`config.mk`:
```
export PLATFORM = sky130hd
export DESIGN_NAME = fme_half_sched
export DESIGN_NICKNAME = d
export VERILOG_FILES = /design/src/rtl/fme_half_sched.sv
export SDC_FILE = /design/constraint.sdc
export NUM_CORES = 1
export LEC_CHECK = 0
export CAP_MARGIN = 25
export CORE_ASPECT_RATIO = 0.7
export CORE_MARGIN = 1.5
export CORE_UTILIZATION = 65
export DETAILED_ROUTE_END_ITERATION = 6
export DONT_BUFFER_PORTS = 1
export HOLD_SLACK_MARGIN = 0.1
export PLACE_DENSITY = 0.85
export SLEW_MARGIN = 10
export SYNTH_ARGS = -nofsm -noshare
export SYNTH_HDL_FRONTEND = slang
export SYNTH_SLANG_ARGS = --single-unit
export TNS_END_PERCENT = 1
```
`constraint.sdc`:
```
create_clock -name clk -period 7.2 [get_ports clk]
set_input_delay 1.8 -clock clk [delete_from_list [all_inputs] [get_ports clk]]
set_output_delay 1.8 -clock clk [all_outputs]
set_load 0.005 [all_outputs]
```
`src/rtl/fme_half_sched.sv`:
```
// Half-pel engine scheduler: restarts the engine per IME candidate, scores its 9 outputs
// against the target pixel and reports the best pair. `FME_SKIP_CENTER_EN skips position 4.
module fme_half_sched #(
    parameter int unsigned TIMEOUT = 40,
    parameter int unsigned CW      = 6
) (
    input  logic        clk,
    input  logic        rst,
    input  logic        start,
    input  logic        abort,
    input  logic        cand_valid,
    input  logic [7:0]  cand_ind,
    input  logic        cand_last,
    output logic        cand_ready,
    input  logic [7:0]  cur_pix,
    output logic        eng_rst,
    output logic [7:0]  eng_ind_pix,
    input  logic        eng_done,
    input  logic [71:0] eng_half,
    output logic        busy,
    output logic        res_valid,
    output logic [3:0]  best_pos,
    output logic [7:0]  best_ind,
    output logic [7:0]  best_cost,
    output logic        timeout_err
);

    typedef enum logic [2:0] {
        StIdle, StLoad, StEngRst, StRun, StEval, StNext, StDone
    } state_e;

    state_e          state_q, state_d;
    logic [CW-1:0]   run_cnt_q;
    logic [3:0]      k_q, k_nxt;
    logic            last_q;
    logic            found_q;
    logic [8:0]      int_cost_q;
    logic [3:0]      int_pos_q;
    logic [7:0]      int_ind_q;
    logic [7:0]      cur_val;
    logic [7:0]      cost;
    logic            timeout_hit;

    always_comb begin
        cur_val     = eng_half[{k_q, 3'b000} +: 8];
        cost        = (cur_val >= cur_pix) ? (cur_val - cur_pix) : (cur_pix - cur_val);
        timeout_hit = (run_cnt_q == CW'(TIMEOUT - 1));
`ifdef FME_SKIP_CENTER_EN
        k_nxt = (k_q == 4'd3) ? 4'd5 : k_q + 4'd1;
`else
        k_nxt = k_q + 4'd1;
`endif
    end

    always_comb begin
        state_d = state_q;
        if (abort) begin
            state_d = StIdle;
        end else begin
            case (state_q)
                StIdle:   if (start) state_d = StLoad;
                StLoad:   if (cand_valid) state_d = StEngRst;
                StEngRst: state_d = StRun;
                StRun: begin
                    if (eng_done)         state_d = StEval;
                    else if (timeout_hit) state_d = StNext;
                end
                StEval:   if (k_q == 4'd8) state_d = StNext;
                StNext:   state_d = last_q ? StDone : StLoad;
                StDone:   state_d = StIdle;
                default:  state_d = StIdle;
            endcase
        end
    end

    always_ff @(posedge clk or negedge rst) begin
        if (!rst) begin
            state_q     <= StIdle;
            cand_ready  <= 1'b0;
            eng_rst     <= 1'b0;
            busy        <= 1'b0;
            res_valid   <= 1'b0;
            eng_ind_pix <= 8'h00;
            best_pos    <= 4'hF;
            best_ind    <= 8'h00;
            best_cost   <= 8'hFF;
            timeout_err <= 1'b0;
            run_cnt_q   <= '0;
            k_q         <= 4'd0;
            last_q      <= 1'b0;
            found_q     <= 1'b0;
            int_cost_q  <= 9'h100;
            int_pos_q   <= 4'hF;
            int_ind_q   <= 8'h00;
        end else begin
            state_q    <= state_d;
            // Outputs are decoded from the state being entered so they align with state_q.
            cand_ready <= (state_d == StLoad);
            eng_rst    <= !((state_d == StIdle) || (state_d == StEngRst));
            busy       <= (state_d != StIdle);
            res_valid  <= (state_d == StDone);
            if (!abort) begin
                case (state_q)
                    StIdle: begin
                        if (start) begin
                            timeout_err <= 1'b0;
                            found_q     <= 1'b0;
                            int_cost_q  <= 9'h100;
                        end
                    end
                    StLoad: begin
                        if (cand_valid) begin
                            eng_ind_pix <= cand_ind;
                            last_q      <= cand_last;
                        end
                    end
                    StEngRst: run_cnt_q <= '0;
                    StRun: begin
                        run_cnt_q <= run_cnt_q + CW'(1);
                        k_q       <= 4'd0;
                        if (!eng_done && timeout_hit) timeout_err <= 1'b1;
                    end
                    StEval: begin
                        // Strict compare keeps the earlier candidate and lower k on ties.
                        if ({1'b0, cost} < int_cost_q) begin
                            int_cost_q <= {1'b0, cost};
                            int_pos_q  <= k_q;
                            int_ind_q  <= eng_ind_pix;
                            found_q    <= 1'b1;
                        end
                        k_q <= k_nxt;
                    end
                    StNext: begin
                        if (last_q) begin
                            best_pos  <= found_q ? int_pos_q : 4'hF;
                            best_ind  <= found_q ? int_ind_q : 8'h00;
                            best_cost <= found_q ? int_cost_q[7:0] : 8'hFF;
                        end
                    end
                    default: ;
                endcase
            end
        end
    end

endmodule

```
==> results, run 1 <==
- The arrival time at the worst endpoint is about 6.3 ns.
- Counting flops with a built-in enable in the synthesized netlist gives 0.
- The floorplan step defined a die boundary enclosing between 0.007 and 0.008 sq mm.
- The number of nets at the end of the flow is around 540.
- Summing every instance area after synthesis gives 0.00436 sq mm.
- The number of slew-limit violations in the final report is 0.
- The post-route cell area is approximately 0.0046 sq mm.
- The clock transition time at the flip-flop clock pins of the worst setup and hold paths is 0.07 ns.
- The final hold violation count came to 0.
- Entering global routing, the biggest net connects 70 pins.
- The area share of the largest cell type after synthesis is between 20% and 30%.
- After technology mapping, the gate count stands at between 400 and 500.
- Hold is met by between 0.4 and 0.5 ns.
- Of the cells placed in the final design, the portion with a size suffix greater than 1 is between 20% and 30%.
- 0 antenna diodes ended up in the layout.
- The wire length of the first global-routing pass is approximately 15000 um.
- The final setup TNS is 0 ns.
- The flow ran to the end, and the final reports show no timing, DRC or antenna violations.
- In the layout the commonest cells are dfrtp_1 (52), nand2_1 (47), inv_1 (38).
- Across all layers, the routed design uses about 3100 vias.
- In the routed layout, each cell is associated on average with a via count of approximately 6.
- The leakage dissipation is about 2.1 nW.
- The count of buffer and inverter cells on the critical path is 2.
- The slowest stage cell on the critical path is a211oi_1.
- The clock net in this run drives a total of between 60 and 70 sinks.
- The total of fill cells in the finished design is around 450.
- After global routing the overflow that remains totals 0.
- The register bit count reported by yosys is between 60 and 70.
- The number of global-route vias before repair is 2989.
- In this run the critical register-to-register path is launched from k_q[0].
- The H-tree generated during clock tree synthesis spans 3 levels.
- Setup violations remaining at the end of the flow were counted as 0.
- The most frequent standard cell in the layout excluding fill and tap cells is dfrtp_1.
- The core region is 0.00637 sq mm.
- The die extent in x is 101 um.
- The number of warnings issued by yosys is 0.
- Across every metal layer, demand over resource in global routing totals 27.0%.
- The largest stage delay on the critical path is 0.54 ns.
- In this run the deepest clock path goes through 2 buffers.
- The first-pass iteration count of the detailed router is 4.
- The initial utilization of the core area, before any placement, comes to 68.6%.
- Wires add up to roughly 9300 um.
- The worst setup slack before clock tree synthesis is between 0.7 and 0.8 ns.
- The number of nets still failing antenna checks after routing is 0.
- The root cell of the clock tree is clkbuf_8.
- The startpoint of the lowest-slack hold path is int_pos_q[1].
- The highest clock frequency the design can meet is ~160 MHz.
- The number of rows created at floorplan is 24.
- Routability-driven placement finished with a final weighted congestion of roughly 0.85.
- The number of antenna violations at the first check in global routing came to 0.
- The CTS tree is done.
- Headroom to the max-slew limit came out at 46.8%.
- The class of the tightest hold or removal check is reg -> reg.
- The worst-margin pin slew is ~0.79 ns.
- The total placed instance area is approximately 0.0044 sq mm.
- The layout overhead on the synthesized area is 4.93%.
- Setup slack on the critical path of the routed design comes to roughly 1.1 ns.
- The part of the Yosys area used for sequential elements is between 40% and 50%.
- The count of distinct cell types in the synthesized netlist is 55.
- STA puts the critical path data required time at around 7.4 ns.
- In this run the vertical extent of the chip is around 72 um.
- Setup repair after global routing left no endpoint under its margin.
- The worst setup path is captured at a register.
- Averaged over all synthesized cells, the footprint is 10.3 sq um.
- The final critical path takes up between 80 and 90% of the cycle.
- The signal on the critical path passes through mux4_2, mux2i_1, o21a_1, ha_1, inv_1, fa_1, a21o_1, a21o_1, a31oi_4, mux2i_1, xnor2_1, ha_1, nand4b_1, nor3b_1, a211oi_1, nand2_1, buf_4, mux2_2.
- For this run, design rule violations remaining after detail routing come to 0.
- The total power after layout is ~1 mW.
- The kind of cell adding the most delay to the critical path is compound AO/OA/AOI/OAI gates.
- In this run the tool buffered the top-level ports with 0 buffer cells.
- The prevailing post-synth register cell is dfrtp_1.
- The post-CTS setup-driven buffer insertion count is 0.
- The number of DRC markers in iteration 0 is between 200 and 250.
- The number of hold buffers added after CTS was 0.
- The worst setup path startpoint is eng_half[24].
- Sorting the synthesized cells by area gives the leading types as dfrtp_1 (30%), dfstp_2 (10%), mux4_2 (8.3%).
- The synthesized design spends more area on one cell type than any other, namely dfrtp_1.
- In the final routed layout, each cell accounts on average for 18.2 um.
- After clock tree synthesis, the repair step resized 0 gates.
- The number of I/O pins is roughly 130.
- The critical path is of the in -> reg type.
- Across the run, the number of max-cap violations was 0.
- The clock tree skew after final layout is a little under 0.008 ns.
- Detailed placement finished with a half-perimeter wire length of just over 7000 um.
- Synthesis produced a netlist with a net count of between 500 and 600.
- The maximum net fanout on the critical path is 19.
- The type of origin of the critical path is a primary input.
- At the later pin of the worst-skew pair, clock insertion delay measures 0.34 ns.
- The maximum VDD drop is 0.190 mV.
- The post-route minimum period is approximately 6.1 ns.
- For this run, asynchronously set or reset flops after synthesis account for 100%.
- For this design the ratio of total power to cell area is ~220 mW/mm^2.
- The number of buffers created by CTS is 9.
==> per-layer routing <==
metal,GRT usage [%],part of all wire (%),vias up
met3,8.29,7.3,10
li1,-,-,1488
met2,39.7,45,111
met4,5.09,0.75,0
met1,40.3,47,1531
met5,0,0,-
==> kinds of logic after synthesis <==
| kind of cell | share of synthesized area, % |
|---|---|
| multiplexers | 18.4 |
| buffers and inverters | 5.59 |
| flip-flops | 40.1 |
| AO/OA/AOI/OAI | 13.2 |
| AND/OR/NAND/NOR | 13.5 |
| XOR/XNOR | 1.20 |
| adder cells (fa/ha/maj) | 8.08 |
==> synthesized netlist by cell type, types with 2 or more instances <==
| cell type | instances |
|---|---|
| fa_1 | 2 |
| a41o_1 | 2 |
| o21ai_0 | 13 |
| clkbuf_1 | 14 |
| nor3_1 | 6 |
| nand3_1 | 15 |
| and2_1 | 6 |
| dfrtp_1 | 52 |
| xnor2_1 | 3 |
| a22o_1 | 4 |
| nand3b_1 | 4 |
| a21o_1 | 7 |
| xor2_1 | 3 |
| nor4_1 | 2 |
| nor2_1 | 22 |
| nor2b_1 | 2 |
| or2_2 | 2 |
| nand2b_1 | 2 |
| a21boi_0 | 3 |
| mux2_2 | 25 |
| mux4_2 | 16 |
| a221oi_1 | 2 |
| a21oi_1 | 17 |
| or2b_1 | 2 |
| nand2_1 | 47 |
| o21a_1 | 7 |
| inv_1 | 38 |
| mux2i_1 | 16 |
| a211oi_1 | 2 |
| a31oi_1 | 15 |
| dfstp_2 | 17 |
| ha_1 | 25 |
| buf_2 | 9 |
==> worst paths after layout <==
path                                      end  slack, ns  cells after the start
max in group asynchronous        int_pos_q[0]       5.86                      0
worst max register to register  int_cost_q[3]       1.49                     19
worst min register to register    best_pos[1]       0.48                      2
worst min-delay path              best_pos[1]       0.48                      2
min in group asynchronous         best_ind[2]       1.15                      0
worst max-delay path            int_cost_q[3]       1.08                     18
==> per-stage QoR <==
stage                     utilization, %  instances
after detailed placement            68.9        493
after global routing                71.9        510
after floorplan                        -        424
after CTS                           71.7        509
final                               71.9        510
after global placement              68.9        493
==> cell type report <==
cell class,count,area [sq um],share of cell area [%]
Clock buffer,10,138,3.01
Inverter,39,146,3.20
Sequential cell,69,1750,38.2
Tap cell,91,114,2.49
Multi-Input combinational cell,293,2370,51.8
Timing Repair Buffer,2,22.5,0.492
Clock inverter,6,38.8,0.847
==> registers in the layout, summed over array words and instances (netlist names), 3 cells and up <==
signal,cells
best_cost,8
best_ind,8
best_pos,4
eng_ind_pix,8
int_cost_q,9
int_ind_q,8
int_pos_q,4
k_q,4
run_cnt_q,6
state_q,3
==> worst register-to-register path, cell delays in order (launching register included) <==
cell and delay [ns]:
dfrtp_1 0.74, buf_8 0.24, mux4_2 0.50, mux2i_1 0.18, o21a_1 0.16, ha_1 0.17, inv_1 0.06, fa_1 0.39
a21o_1 0.20, a21o_1 0.21, a31oi_4 0.33, mux2i_1 0.29, xnor2_1 0.18, ha_1 0.29, nand4b_1 0.14, nor3b_1 0.07
a211oi_1 0.54, nand2_1 0.31, buf_4 0.31, mux2_2 0.30
==> report_power, final <==
| part | switching, mW | internal [mW] | leakage, nW | total, mW |
|---|---|---|---|---|
| registers | 0.0534 | 0.456 | 0.874 | 0.509 |
| logic | 0.107 | 0.111 | 1.16 | 0.217 |
| clock network | 0.146 | 0.133 | 0.0880 | 0.279 |
| total | 0.306 | 0.699 | 2.12 | 1.00 |
Power figures use the tool's default switching activity.
==> inputs of run 2 (changes only) <==
Settings changed: CORE_UTILIZATION 65 to 64, PLACE_DENSITY 0.85 to 0.84.
Clock period 7.2 ns to 5.85 ns, I/O delays scaled along.
==> run 2 against run 1 <==
Effect of this change:
- clock power rose by 16%
- via count rose by 0.16%
- sequential power rose by 24%
- flip-flop and latch count did not move
- power rose by 22%
- sequential share of layout area rose by 0.052 points
- die area rose by 1.5%
- clock-buffer cell count rose by 4
- clock skew fell by 0.0025 ns
- worst hold slack barely moved
- largest power group unchanged
==> results, run 2 (synthesis gave the netlist of run 1 again) <==
- The total area of multi-input combinational cells is 0.00237 sq mm (unchanged).
- The remaining global-route overflow was 0 (unchanged).
- The number of instances resized during post-cts repair is 0 (unchanged).
- The die extent in x is 102 um (was 101 um).
- The most frequent standard cell in the layout excluding fill and tap cells was dfrtp_1 (unchanged).
- The clock group share of total power is 26.5% (was 27.7%).
- The maximum VDD drop is 0.211 mV (was 0.190 mV).
- The number of diodes added for antenna fixing was 0 (unchanged).
- The sequential cell fraction of total power came to 51.6% (was 50.7%).
- The number of buffer cells added on primary ports was 0 (unchanged).
- The leakage dissipation is 2.13 nW (was 2.12 nW).
- The maximum net fanout on the critical path is 18 (was 19).
- The count of buffer and inverter cells on the critical path was 2 (unchanged).
- The per-cell via count in the routed design was 6.14 (was 6.16).
- The area used by sequential logic in the layout is 0.00175 sq mm (unchanged).
- The clock tree skew after final layout is 0.00541 ns (was 0.00791 ns).
- The critical path capture point type is a register (unchanged).
- The worst setup slack before clock tree synthesis is 0.217 ns (was 0.773 ns).
- The hold buffer count at CTS is 0 (unchanged).
- The number of max-capacitance violations reported is 0 (unchanged).
- The largest stage delay on the critical path is 0.44 ns (was 0.54 ns).
- The clock transition time at the flip-flop clock pins of the worst setup and hold paths is 0.06 ns (was 0.07 ns).
- The required time reported for the critical path endpoint is 6.06 ns (was 7.43 ns).
- The global placement routability congestion is 0.871 (was 0.847).
- The first-pass iteration count of the detailed router was 4 (unchanged).
- The die height came to 72.1 um (was 71.6 um).
- The post-route cell area is 0.00457 sq mm (was 0.00458 sq mm).
- The final setup TNS is 0 ns (unchanged).
- The worst slew slack as a fraction of its limit is 47.6% (was 46.8%).
- The number of rows created at floorplan is 24 (unchanged).
- The number of DRC markers in iteration 0 is 201 (was 208).
- The arrival time at the worst endpoint is 5.54 ns (was 6.34 ns).
- The number of clock sinks is 69 (unchanged).
- The number of buffers created by CTS is 9 (unchanged).
- The post-route minimum period is approximately 5.3 ns.
- RSZ-0062 raised after global routing: false (unchanged).
- The final hold violation count came to 0 (unchanged).
- The final number of setup-violating endpoints was 0 (unchanged).
- The slack of the critical path is 0.527 ns (was 1.08 ns).
- The worst-case clock buffer depth was 2 (unchanged).
- The number of nets still failing antenna checks after routing came to 0 (unchanged).
- The class of the tightest hold or removal check is reg -> reg (unchanged).
- The total placed instance area is 0.00441 sq mm (was 0.00439 sq mm).
- The type of origin of the critical path was a primary input (unchanged).
- The kind of cell adding the most delay to the critical path is multiplexers (was compound AO/OA/AOI/OAI gates).
- The total power after layout is 1.22 mW (was 1.00 mW).
- The standard cell core area was 0.00640 sq mm (was 0.00637 sq mm).
- The worst-margin pin slew is 0.787 ns (was 0.792 ns).
- The number of global-route vias before repair came to 3136 (was 2989).
- The flip-flop count of the largest register, all copies and words added is 9 (unchanged).
- The initial core utilization is 68.2% (was 68.6%).
- Based on the critical path, the design can be clocked at up to approximately 190 MHz.
- The number of nets at the end of the flow came to 538 (was 536).
- The period utilization is between 90% and 100%.
- The post-CTS setup-driven buffer insertion count is 0 (unchanged).
- The power density relative to cell area is 267 mW/mm^2 (was 219 mW/mm^2).
- The number of standard cells in the layout, taps in and fillers out is 512 (was 510).
- The wire length of the first global-routing pass is 15300 um (was 15000 um).
- The total vias in the final route is 3145 (was 3140).
- The global routing usage summed across all routing layers is 27.2% (was 27.0%).
- Outcome: finished clean (unchanged).
- The fraction of power spent switching nets is 29.4% (was 30.4%).
- The total of fill cells in the finished design is 466 (was 451).
- The H-tree depth is 3 (unchanged).
- The fraction of final layout cells sized beyond drive strength 1 is 20.2% (was 20.8%).
- The post-detailed-route wirelength per cell is 18.7 um (was 18.2 um).
- The combinational fraction of design power is 21.9% (was 21.6%).
- Most used cells in the layout excluding fill and tap cells: dfrtp_1 (52), nand2_1 (47), inv_1 (38) (unchanged).
- The number of slew-limit violations in the final report is 0 (unchanged).
- The worst-skew pair later-pin latency is 0.33 ns (was 0.34 ns).
- The largest net degree at the start of global routing is 70 (unchanged).
- The root cell of the clock tree is clkbuf_8 (unchanged).
- The HPWL reported at the end of detailed placement is 7340 um (was 7130 um).
- The post-detailed-routing wire length came to 9570 um (was 9300 um).
- The net switching component of the power is 359 uW (was 306 uW).
- The number of I/O pins is 128 (unchanged).
- The count of unresolved DRC violations after routing is 0 (unchanged).
- The critical setup path kind is in -> reg (unchanged).
- The internal power summed over all cells is 863 uW (was 699 uW).
- The layout overhead on the synthesized area was 4.79% (was 4.93%).
- The number of antenna violations at the first check in global routing came to 0 (unchanged).
- The total die area is 0.00733 sq mm (was 0.00722 sq mm).
- The slowest stage cell on the critical path is mux4_2 (was a211oi_1).
- The register with the most flip-flops is int_cost_q (unchanged).
- CP Cell Sequence: mux4_2, mux2i_1, o21a_1, ha_1, inv_1, fa_1, a21o_1, a21o_1, a31oi_4, mux2i_1, xor2_1, ha_1, nand4b_1, nor3b_1, a211oi_1, nand2_1, buf_4, mux2_2 (was mux4_2, mux2i_1, o21a_1, ha_1, inv_1, fa_1, a21o_1, a21o_1, a31oi_4, mux2i_1, xnor2_1, ha_1, nand4b_1, nor3b_1, a211oi_1, nand2_1, buf_4, mux2_2).
- The number of placed instances with taps included is 496 (was 493).
- The CTS tree is done (unchanged).
## run 2: per-layer routing
metal	GRT usage, %	share of wire (%)	up-vias	routed length [um]
met5	0	0	-	0
met4	4.01	0.44	0	42
met3	6.84	5.3	5	508
met2	43.5	48	78	4620
met1	38.8	46	1577	4390
li1	-	-	1485	-
## run 2: power groups by stage
stage | clock [mW] | combinational (mW) | sequential [mW]
6_report | 0.324 | 0.268 | 0.630
5_1_grt | 0.354 | 0.301 | 0.641
4_1_cts | 0.332 | 0.268 | 0.632
3_5_place_dp | 0 | 0.265 | 0.640
3_3_place_gp | 0 | 0.251 | 0.633
2_1_floorplan | 0 | 0.228 | 0.610
## run 2: worst min-delay path, cell delays in order (launching register included)
cell	delay (ns)
dfstp_2	0.37
inv_1	0.04
a31oi_1	0.07
## run 2: through the flow
stage | hold WS [ns] | utilization (%)
2_1_floorplan | 0.419 | -
3_3_place_gp | 0.467 | 69.0
3_5_place_dp | 0.473 | 69.0
4_1_cts | 0.482 | 71.5
5_1_grt | 0.503 | 71.5
6_report | 0.480 | 71.5
## run 2: path summary, 6_finish.rpt
path | endpoint | slack (ns) | depth (start not counted) | from
worst max-delay path | int_ind_q[7] | 0.53 | 18 | eng_half[24]
worst min-delay path | best_pos[3] | 0.48 | 2 | int_pos_q[3]
min in group asynchronous | best_ind[3] | 0.82 | 0 | rst
worst min register to register | best_pos[3] | 0.48 | 2 | int_pos_q[3]
max in group asynchronous | int_cost_q[8] | 4.83 | 0 | rst
worst max register to register | int_ind_q[7] | 0.56 | 18 | k_q[0]
## run 2: area by class of cell
cell class	instances	share of cell area, %
Clock buffer	14	3.34
Clock inverter	2	0.219
Inverter	39	3.20
Multi-Input combinational cell	293	51.9
Sequential cell	69	38.2
Tap cell	91	2.49
Timing Repair Buffer	4	0.657
